**config.mk**
```make
export PLATFORM = sky130hd
export DESIGN_NAME = multicycle_control
export DESIGN_NICKNAME = d
export VERILOG_FILES = /design/src/rtl/multicycle_control.sv
export SDC_FILE = /design/constraint.sdc
export NUM_CORES = 1
export LEC_CHECK = 0
export CAP_MARGIN = 20
export CORE_AREA = 2 2 42 44
export CTS_CLUSTER_SIZE = 24
export DETAILED_ROUTE_END_ITERATION = 7
export DIE_AREA = 0 0 44 46
export PLACE_DENSITY = 0.78
export RECOVER_POWER = 25
export SLEW_MARGIN = 20
export SYNTH_ARGS = -nofsm -noshare
export SYNTH_HDL_FRONTEND = slang
export SYNTH_SLANG_ARGS = --single-unit
```
**constraint.sdc**
```tcl
create_clock -name clk -period 3.86 [get_ports clk]
set_input_delay 0.772 -clock clk [delete_from_list [all_inputs] [get_ports clk]]
set_output_delay 0.772 -clock clk [all_outputs]
set_load 0.005 [all_outputs]
```
**src/rtl/multicycle_control.sv**
```systemverilog
// Multicycle MIPS-subset control FSM: Moore decode of the state register into datapath strobes.
// Optional bne support is enabled by defining MULTICYCLE_CONTROL_BNE_EN.
module multicycle_control #(
    parameter logic [3:0] ALU_ADD = 4'b0010,
    parameter logic [3:0] ALU_SUB = 4'b0110,
    parameter logic [3:0] ALU_AND = 4'b0000,
    parameter logic [3:0] ALU_OR  = 4'b0001,
    parameter logic [3:0] ALU_SLT = 4'b0111
) (
    input  logic       clk,
    input  logic       reset,
    input  logic [5:0] Op,
    input  logic [5:0] Funct,
    input  logic       Zero,
    output logic       PCWrite,
    output logic       IorD,
    output logic       MemWrite,
    output logic       IRWrite,
    output logic       RegDst,
    output logic       MemtoReg,
    output logic       RegWrite,
    output logic       ALUSrcA,
    output logic       PCSrc,
    output logic [1:0] ALUSrcB,
    output logic [3:0] ALUControl,
    output logic       illegal_o,
    output logic [3:0] state_o
);

    localparam logic [3:0] S_IDLE     = 4'd0;
    localparam logic [3:0] S_FETCH    = 4'd1;
    localparam logic [3:0] S_DECODE   = 4'd2;
    localparam logic [3:0] S_MEMADR   = 4'd3;
    localparam logic [3:0] S_MEMREAD  = 4'd4;
    localparam logic [3:0] S_MEMWB    = 4'd5;
    localparam logic [3:0] S_MEMWRITE = 4'd6;
    localparam logic [3:0] S_EXECUTE  = 4'd7;
    localparam logic [3:0] S_ALUWB    = 4'd8;
    localparam logic [3:0] S_BRANCH   = 4'd9;
    localparam logic [3:0] S_ADDIEXEC = 4'd10;
    localparam logic [3:0] S_ADDIWB   = 4'd11;

    localparam logic [5:0] OP_RTYPE = 6'b000000;
    localparam logic [5:0] OP_LW    = 6'b100011;
    localparam logic [5:0] OP_SW    = 6'b101011;
    localparam logic [5:0] OP_BEQ   = 6'b000100;
    localparam logic [5:0] OP_BNE   = 6'b000101;
    localparam logic [5:0] OP_ADDI  = 6'b001000;

`ifdef MULTICYCLE_CONTROL_BNE_EN
    localparam bit BNE_EN = 1'b1;
`else
    localparam bit BNE_EN = 1'b0;
`endif

    logic [3:0] state;
    logic [3:0] state_nxt;
    logic       funct_ok;
    logic [3:0] funct_alu;
    logic       is_bne;
    logic       instr_ok;

    // R-type function decode into ALU operation
    always_comb begin
        funct_ok  = 1'b1;
        funct_alu = 4'b0000;
        case (Funct)
            6'b100000: funct_alu = ALU_ADD;
            6'b100010: funct_alu = ALU_SUB;
            6'b100100: funct_alu = ALU_AND;
            6'b100101: funct_alu = ALU_OR;
            6'b101010: funct_alu = ALU_SLT;
            default:   funct_ok  = 1'b0;
        endcase
    end

    assign is_bne   = BNE_EN && (Op == OP_BNE);
    assign instr_ok = ((Op == OP_RTYPE) && funct_ok) || (Op == OP_LW) || (Op == OP_SW)
                    || (Op == OP_BEQ) || (Op == OP_ADDI) || is_bne;

    always_ff @(posedge clk or negedge reset) begin
        if (!reset) state <= S_IDLE;
        else        state <= state_nxt;
    end

    // Next-state and Moore output decode; unlisted outputs stay 0
    always_comb begin
        state_nxt  = S_FETCH;
        PCWrite    = 1'b0;
        IorD       = 1'b0;
        MemWrite   = 1'b0;
        IRWrite    = 1'b0;
        RegDst     = 1'b0;
        MemtoReg   = 1'b0;
        RegWrite   = 1'b0;
        ALUSrcA    = 1'b0;
        PCSrc      = 1'b0;
        ALUSrcB    = 2'b00;
        ALUControl = 4'b0000;
        illegal_o  = 1'b0;
        case (state)
            S_IDLE: state_nxt = S_FETCH;
            S_FETCH: begin
                state_nxt  = S_DECODE;
                IRWrite    = 1'b1;
                PCWrite    = 1'b1;
                ALUSrcB    = 2'b01;
                ALUControl = ALU_ADD;
            end
            S_DECODE: begin
                ALUSrcB    = 2'b11;
                ALUControl = ALU_ADD;
                illegal_o  = !instr_ok;
                if (instr_ok) begin
                    case (Op)
                        OP_RTYPE:      state_nxt = S_EXECUTE;
                        OP_LW, OP_SW:  state_nxt = S_MEMADR;
                        OP_BEQ,OP_BNE: state_nxt = S_BRANCH;
                        OP_ADDI:       state_nxt = S_ADDIEXEC;
                        default:       state_nxt = S_FETCH;
                    endcase
                end
            end
            S_MEMADR: begin
                state_nxt  = (Op == OP_LW) ? S_MEMREAD : S_MEMWRITE;
                ALUSrcA    = 1'b1;
                ALUSrcB    = 2'b10;
                ALUControl = ALU_ADD;
            end
            S_ADDIEXEC: begin
                state_nxt  = S_ADDIWB;
                ALUSrcA    = 1'b1;
                ALUSrcB    = 2'b10;
                ALUControl = ALU_ADD;
            end
            S_MEMREAD: begin
                state_nxt = S_MEMWB;
                IorD      = 1'b1;
            end
            S_MEMWRITE: begin
                IorD     = 1'b1;
                MemWrite = 1'b1;
            end
            S_MEMWB: begin
                RegWrite = 1'b1;
                MemtoReg = 1'b1;
            end
            S_EXECUTE: begin
                state_nxt  = S_ALUWB;
                ALUSrcA    = 1'b1;
                ALUControl = funct_alu;
            end
            S_ALUWB: begin
                RegWrite = 1'b1;
                RegDst   = 1'b1;
            end
            S_ADDIWB: RegWrite = 1'b1;
            S_BRANCH: begin
                ALUSrcA    = 1'b1;
                ALUControl = ALU_SUB;
                PCSrc      = 1'b1;
                PCWrite    = (Op == OP_BEQ) ? Zero : (is_bne ? ~Zero : 1'b0);
            end
            default: state_nxt = S_FETCH;
        endcase
    end

    assign state_o = state;

endmodule
```
# After elaboration in Yosys (flattened, before gate mapping)

Cells that the tools add are included.

Memories: 0
Output and inout port bits: 20
RAM bits: 0
Logic and storage cells: 56
ROM bits: 0
Bits of input ports: 15
Latch bits: 0
Register bits: 4

Div/mod/pow operators: 0
Multiplexer cells: 19
$add $sub $neg: 0
Reduce and logical (&&, ||, !) cells: 15
Shifts and indexed selects: 0
Multiply operators: 0
Bitwise gates (word level): 0
Order comparisons: 0
Equality and inequality tests: 21

Operator list:

| operator           | count |
|---|---|
| $eq 6x6->1 const B | 7 |
| $pmux 4 s6         | 1 |
| $eq 4x3->1 const B | 4 |
| $eq 4x4->1 const B | 4 |
| $pmux 4 s4         | 1 |
| $eq 6x3->1 const B | 2 |
| $pmux 3 s4         | 1 |
| $pmux 4 s3         | 1 |
| $mux 1             | 11 |
| $eq 4x2->1 const B | 2 |
| $reduce_or 2->1    | 4 |
| $reduce_or 4->1    | 2 |
| $eq 6x4->1 const B | 1 |
| $logic_not 6->1    | 1 |
| $pmux 2 s3         | 1 |
| $reduce_or 5->1    | 1 |
| $eq 4x1->1 const B | 1 |
| $logic_or 1x1->1   | 4 |
| $mux 4             | 1 |
| $reduce_or 3->1    | 1 |
| $mux 2             | 1 |
| $pmux 1 s2         | 1 |
| $logic_and 1x1->1  | 1 |
| $logic_not 1->1    | 1 |

# Longest topological paths before layout

Gate-level depths: netlist of run 1.

Depth in word-level cells: 10
Mapped depth: 5
Mapped depth without buffers: 4

# Least setup slack after synthesis of run 1

No wires, ideal clock.

Path kind: input to output
From: in Op[5]
To: out illegal_o
Stages: 4
Slack: 1.561 ns
Path buffers: 0
Arrival: 1.527 ns
Required time: 3.088 ns
Cells stage by stage: nor3_4 > nand2_2 > o22a_1 > and3_2

Longest elaborated chain between the ends: 8
Elaborated cells on any way between the ends: 12
Classes of those cells: 4 x eq/ne; 1 x mux; 7 x reduce/logical

RTL lines:

| item                           | line | RTL |
|---|---|---|
| start: declaration             | 12   | `input logic [5:0] Op,` |
| $logic_not 6->1                | 78   | `assign instr_ok = ((Op == OP_RTYPE) && funct_ok) \|\| (Op == OP_LW) \|\| (Op == OP_SW)` |
| $logic_and 1x1->1              | 78   |  |
| $logic_or 1x1->1 (2 in series) | 78   |  |
| $logic_or 1x1->1               | 79   | `\|\| (Op == OP_BEQ) \|\| (Op == OP_ADDI) \|\| is_bne;` |
| $logic_or 1x1->1 (*)           | 79   |  |
| $logic_not 1->1 (*)            | 113  | `illegal_o = !instr_ok;` |
| $mux 1 (*)                     | 101  | `case (state)` |
| end: declaration               | 26   | `output logic illegal_o,` |

Every way passes the cells marked *; elsewhere a longest branch is shown, timed or not.

# Worst setup path after layout of run 1

From: in Op[4]
To: out illegal_o

The elaborated chain is that of the path after synthesis.

==> key figures, run 1 <==
Placement
  – Gpl congestion: 0.838
  – DP Cell Count: 117
  – HPWL after DPL: 1220 microns
  – I/O Buffers: 33
  – Post-placement cell area: between 800 and 900 sq um

Power
  – Clock power share: a little over a tenth
  – Seq pwr share: around 23%
  – Pwr/cell area: ~580 nW/um^2
  – Switching power: 0.206 mW
  – Internal Power: between 0.3 and 0.4 mW
  – Combinational cell fraction of total power: between 60% and 70%
  – Worst VDD drop: ~390 uV
  – Fraction of power spent switching nets: a little over 40%
  – Leak: 0.327 nW

GRT
  – Largest net degree at the start of global routing: 16
  – Global-route wire length before repair: about 2400 microns
  – All-Layer GR Usage: between 10% and 20%
  – Antenna violations before repair: 0
  – Vias in the first global route: around 570
  – GRT overflow: 0

Clock tree
  – Postcts setup bufs: 0
  – CTS root buf: clkbuf_4
  – PostCTS Resize Cnt: 0
  – Clk sinks: 4
  – CTS H-tree lvls: 1
  – Worst skew pair latency: roughly 0.24 ns
  – Total CTS buffers: 3
  – Worst-case clock buffer depth: 2
  – CTS tree: built
  – Clk slew on worst S/H paths: around 0.04 ns
  – Post-cts hold buffer count: 0

Routing
  – Vias: between 600 and 700
  – Routed WL: ~1500 microns
  – Vias per cell: 5.45
  – WL/cell: ~13 microns
  – Initial drt markers: 7
  – Detail Route Antenna Nets: 0
  – DR pass1 iterations: 4
  – Residual DRC: 0

Timing
  – Tightest Pin Transition: ~0.55 ns
  – Max-slew violation count: 0
  – Clock Skew: roughly 0.0012 ns
  – Final worst path period need: approximately 3.5 ns
  – Setup TNS: 0 ns
  – Worst hold slack: roughly 0.73 ns
  – RSZ-0062 raised after global routing: no
  – Final hold vios: 0
  – Count of final setup violators: 0
  – Final Cycle Share: between 90 and 100%
  – Max Fclk: around 280 MHz
  – Rel. slew slack: about 63%

Worst hold path
  – Worst hold path type: flop to flop

Synth
  – Syn Nets: slightly below 90
  – Dominant cell type by area after synthesis: dfrtp_1
  – Top post-synthesis cells by area: dfrtp_1, nor2_1, nand2b_1
  – Synthesis Warnings: 0
  – Number of flops mapped to enable cells by yosys: 0
  – Top cell type's share of synthesized area: between 10% and 20%
  – Syn Area/Cell: between 7 and 8 sq um
  – Register area share after synthesis: roughly 18%
  – Synth unique cells: 41
  – Most common cell in the netlist: nor2_1
  – Main synth FF type: dfrtp_1
  – Syn Std Cell Area: 556 sq um
  – Synth cell count leaders: nor2_1, dfrtp_1, nand2_1
  – Share of synthesized registers carrying an async set or reset: 100%
  – Synth Instances: 72
  – #FFs+latches synth: 4

Status
  – Outcome: finished, final reports clean

Setup path
  – Worst Setup Start Kind: input pin
  – CP max FO: 4
  – Flop-to-flop setup slack: 2.30 ns
  – Critical path class: input pin to output port
  – Origin of the critical flop-to-flop path: state_o[1]
  – Worst Setup SP: Op[4]
  – Slowest cell on crit path: clkdlybuf4s50_1
  – Req. time, crit path: roughly 3.1 ns
  – CP most frequent cell: clkdlybuf4s50_1
  – Worst-case reg-to-reg path depth: 4
  – Worst path buffer plus inverter count: 2
  – Worst path cell trace: clkdlybuf4s50_1, nor3_1, nand2_2, o22a_1, and3_2, clkdlybuf4s50_1
  – Critical Path Max Stage Delay: approximately 0.46 ns
  – Critical path data arrival time: ~2.7 ns
  – Top delay family on crit path: buffers and inverters
  – Setup crit end: illegal_o
  – Crit. path cell count: 6
  – CP Capture Type: output port
  – Critical R2R Capture: state_o[1]

Finish
  – Core Util, Final: between 50% and 60%
  – Final instance area: around 880 sq um
  – Nets: 120
  – ANT cells: 0
  – Share of cells above drive strength 1: 12.6%
  – Area Overhead vs Synth: 59.2%
  – Post-Layout Cell Count: 120
  – Number of flip-flops in the largest register: 4

Die
  – Die Width: ~44 microns
  – Io pins: 35
  – Die area: between 2000 and 2500 sq um
  – Row cnt: 15
  – Die Span Y: between 40 and 50 microns
  – Initial Utilization: about a third
  – Core area: roughly 1600 sq um

Job
  – Max-cap violations: 0
## layout by cell type (no fill, tap or decap), types with 3 or more instances in the layout
cell,netlist,final
nor2_1,12,12
nand2_1,4,4
dfrtp_1,4,4
clkbuf_4,0,3
nand2b_1,3,3
nor2b_1,3,3
clkdlybuf4s50_1,0,31
nor3_1,3,4
## per-layer routing
layer | vias up | GRT usage, % | share of wire, %
li1 | 335 | - | -
met1 | 301 | 20.9 | 44
met2 | 15 | 27.4 | 51
met3 | 3 | 4.76 | 4.5
met4 | 0 | 3.64 | 0.65
met5 | - | 0 | 0
## through the flow
stage / total power [mW] / worst slack [ns]
after CTS: 0.515 / 0.464
after floorplan: 0.285 / 1.56
after global routing: 0.559 / 0.260
after global placement: 0.456 / 0.491
after detailed placement: 0.459 / 0.454
final: 0.510 / 0.345
## power groups by stage
stage / clock (mW) / sequential, mW / combinational, mW
6_report: 0.0528 / 0.115 / 0.342
5_1_grt: 0.0586 / 0.121 / 0.380
4_1_cts: 0.0546 / 0.113 / 0.347
3_5_place_dp: 0 / 0.114 / 0.345
3_3_place_gp: 0 / 0.112 / 0.343
2_1_floorplan: 0 / 0.0757 / 0.209
## logic make-up (layout without fill, tap and decap cells)
logic type / count (synthesis) / in the layout / synth area share [%]
AND/OR/NAND/NOR: 37 / 37 / 39.2
AO/OA/AOI/OAI: 20 / 20 / 29.7
buffers and inverters: 8 / 39 / 8.56
flip-flops: 4 / 4 / 18.0
multiplexers: 2 / 2 / 3.83
other: 1 / 1 / 0.675
## worst min path at each step
stage / from / endpoint / slack (ns) / depth (start not counted)
after floorplan: reset / state_o[0] / 0.48 / 0
after global placement: state_o[3] / state_o[0] / 0.72 / 1
after detailed placement: state_o[2] / state_o[1] / 0.72 / 1
after CTS: reset / state_o[1] / 0.73 / 1
after global routing: state_o[3] / state_o[0] / 0.79 / 1
final: state_o[2] / state_o[1] / 0.73 / 1
## layout make-up
type / count / area [sq um]
sequential: 4 / 100
multi-input combinational: 60 / 397
tap: 17 / 21.3
clock buffer: 3 / 22.5
fill: 158 / 729
timing repair buffer: 33 / 330
inverter: 3 / 13.8
(Power assumes the default switching activity.)
==> run 2, diff against run 1 <==
- CTS_CLUSTER_SIZE: 24 -> not set
==> results of run 2 <==
Same layout as run 1: the final DEF is identical, and so are final timing and power.
==> run 3, diff against run 2 <==
- PLACE_DENSITY: 0.78 -> not set
- PLACE_DENSITY_LB_ADDON: not set -> 0.15
==> key figures, run 3 (same netlist as run 1, synthesis figures left out) <==
Finish
  – Most frequent cells in the layout: clkdlybuf4s50_1, nor2_1, nand2_1, nor3_1, dfrtp_1
  – Post-Layout Cell Count: 120 (unchanged)
  – Final instance area: 885 sq um (unchanged)
  – Nets: 120 (unchanged)
  – Most common cell after layout, fill and taps aside: clkdlybuf4s50_1
  – ANT cells: 0 (unchanged)
  – Number of flip-flops in the largest register: 4 (unchanged)
  – Share of cells above drive strength 1: 12.6% (unchanged)
  – Fillers: 159 (+0.63%)
  – Area Overhead vs Synth: 59.2% (unchanged)

Power
  – Clock power share: 9.9% (-0.5 points)
  – Seq pwr share: 22.6% (about the same)
  – Switching power: 0.201 mW (-2.6%)
  – Fraction of power spent switching nets: 39.8% (-0.64 points)
  – Pwr/cell area: 570 nW/um^2 (-1.1%)
  – Internal Power: 0.303 mW (about the same)
  – Leak: 0.327 nW (unchanged)
  – Combinational cell fraction of total power: 67.5% (+0.3 points)
  – Worst VDD drop: 433 uV (+10%)

Clock tree
  – Worst-case clock buffer depth: 2 (unchanged)
  – Post-cts hold buffer count: 0 (unchanged)
  – Total CTS buffers: 3 (unchanged)
  – CTS tree: built
  – PostCTS Resize Cnt: 0 (unchanged)
  – CTS root buf: clkbuf_4
  – Clk sinks: 4 (unchanged)
  – Postcts setup bufs: 0 (unchanged)
  – Clk slew on worst S/H paths: 0.04 ns (about the same)
  – Worst skew pair latency: 0.23 ns (about the same)
  – CTS H-tree lvls: 1 (unchanged)

Routing
  – Routed WL: 1500 microns (-2.1%)
  – Detail Route Antenna Nets: 0 (unchanged)
  – Initial drt markers: 19 (+12)
  – Vias: 658 (+0.61%)
  – Residual DRC: 0 (unchanged)
  – DR pass1 iterations: 4 (unchanged)
  – WL/cell: 12.5 microns (-2.1%)
  – Vias per cell: 5.48 (+0.61%)

Die
  – Io pins: 35 (unchanged)
  – Die Width: 44 microns (unchanged)
  – Row cnt: 15 (unchanged)
  – Core area: 1610 sq um (unchanged)
  – Die area: 2020 sq um (unchanged)
  – Initial Utilization: 34.4% (unchanged)
  – Die Span Y: 46 microns (unchanged)

Setup path
  – CP max FO: 4 (unchanged)
  – Worst path cell trace: clkdlybuf4s50_1, nor3_1, nand2_2, o22a_1, and3_2, clkdlybuf4s50_1
  – Worst Setup Start Kind: input pin
  – Origin of the critical flop-to-flop path: state_o[1]
  – Worst path buffer plus inverter count: 2 (unchanged)
  – Req. time, crit path: 3.09 ns (about the same)
  – Critical path class: input pin to output port
  – Worst Setup SP: Op[4]
  – CP Capture Type: output port
  – CP most frequent cell: clkdlybuf4s50_1
  – Critical path data arrival time: 2.74 ns (about the same)
  – Top delay family on crit path: buffers and inverters
  – Critical Path Max Stage Delay: 0.45 ns (about the same)
  – Slowest cell on crit path: clkdlybuf4s50_1

Worst hold path
  – Hold_sp: state_o[3]
  – Worst hold path type: flop to flop

Timing
  – Max Fclk: 285 MHz (+0.13%)
  – Final worst path period need: 3.51 ns (-0.00461 ns)
  – Count of final setup violators: 0 (unchanged)
  – Clock Skew: 0.00473 ns (+0.00350 ns)
  – Final setup margin: 0.349 ns (+0.00461 ns)
  – Max-slew violation count: 0 (unchanged)
  – Final Cycle Share: 91.0% (-0.12 points)
  – Final hold vios: 0 (unchanged)
  – Setup TNS: 0 ns (unchanged)
  – RSZ-0062 raised after global routing: no
  – Worst hold slack: 0.716 ns (-0.0148 ns)
  – Rel. slew slack: 65.7% (+2.8 points)
  – Tightest Pin Transition: 0.508 ns (-0.0411 ns)

GRT
  – Global-route wire length before repair: 2430 microns (-0.57%)
  – Antenna violations before repair: 0 (unchanged)
  – All-Layer GR Usage: 16.1% (-0.26 points)
  – GRT overflow: 0 (unchanged)
  – Vias in the first global route: 556 (-1.9%)
  – Largest net degree at the start of global routing: 16 (unchanged)

Job
  – Max-cap violations: 0 (unchanged)

Placement
  – I/O Buffers: 33 (unchanged)
  – Gpl congestion: 0.750 (-11%)
  – HPWL after DPL: 1230 microns (+0.80%)
  – Post-placement cell area: 873 sq um (unchanged)
  – DP Worst Slack: 0.491 ns (+0.0371 ns)
  – DP Cell Count: 117 (unchanged)

Status
  – Outcome: finished, final reports clean
run 3: cell counts in the layout (fill, tap and decap cells not counted):
No cell type changed its count.
run 3: worst register-to-register path, stage by stage, from the launching register on:
cell and delay, ns:
dfrtp_1 0.53, inv_4 0.09, or4_1 0.54, a22oi_2 0.13, o32ai_1 0.12
run 3: worst paths after layout:
kind                       slack (ns)         end  cells after the start
min in group asynchronous        0.81  state_o[1]                      1
max                              0.35   illegal_o                      6
min                              0.72  state_o[0]                      1
min reg2reg                      0.72  state_o[0]                      1
max in group asynchronous        2.88  state_o[2]                      1
max reg2reg                      2.29  state_o[1]                      4
run 3: cell type report:
| cell class | instances | area [sq um] | share of cell area (%) |
|---|---|---|---|
| multi-input cells | 60 | 397 | 44.8 |
| well taps | 17 | 21.3 | 2.40 |
| clock buffers | 3 | 22.5 | 2.55 |
| flip-flops and latches | 4 | 100 | 11.3 |
| inverters | 3 | 13.8 | 1.56 |
| repair buffers | 33 | 330 | 37.3 |
run 3: metrics by stage:
step,utilization [%],total power [mW]
CTS,55.5,0.513
floorplan,-,0.285
detailed placement,54.1,0.459
global placement,54.1,0.461
finish,54.8,0.504
global route,54.8,0.556
run 3: routing by layer:
| metal | vias to the layer above | GRT usage [%] | routed length, microns |
|---|---|---|---|
| li1 | 334 | - | - |
| met1 | 299 | 21.6 | 685 |
| met2 | 25 | 25.3 | 721 |
| met3 | 0 | 6.35 | 95 |
| met4 | 0 | 1.82 | 0 |
| met5 | - | 0 | 0 |
run 3: power groups by stage:
stage / registers (mW) / clock network, mW / logic (mW)
after floorplan: 0.0757 / 0 / 0.209
after global placement: 0.114 / 0 / 0.347
after detailed placement: 0.114 / 0 / 0.346
after CTS: 0.113 / 0.0527 / 0.347
after global routing: 0.121 / 0.0594 / 0.375
final: 0.114 / 0.0500 / 0.340
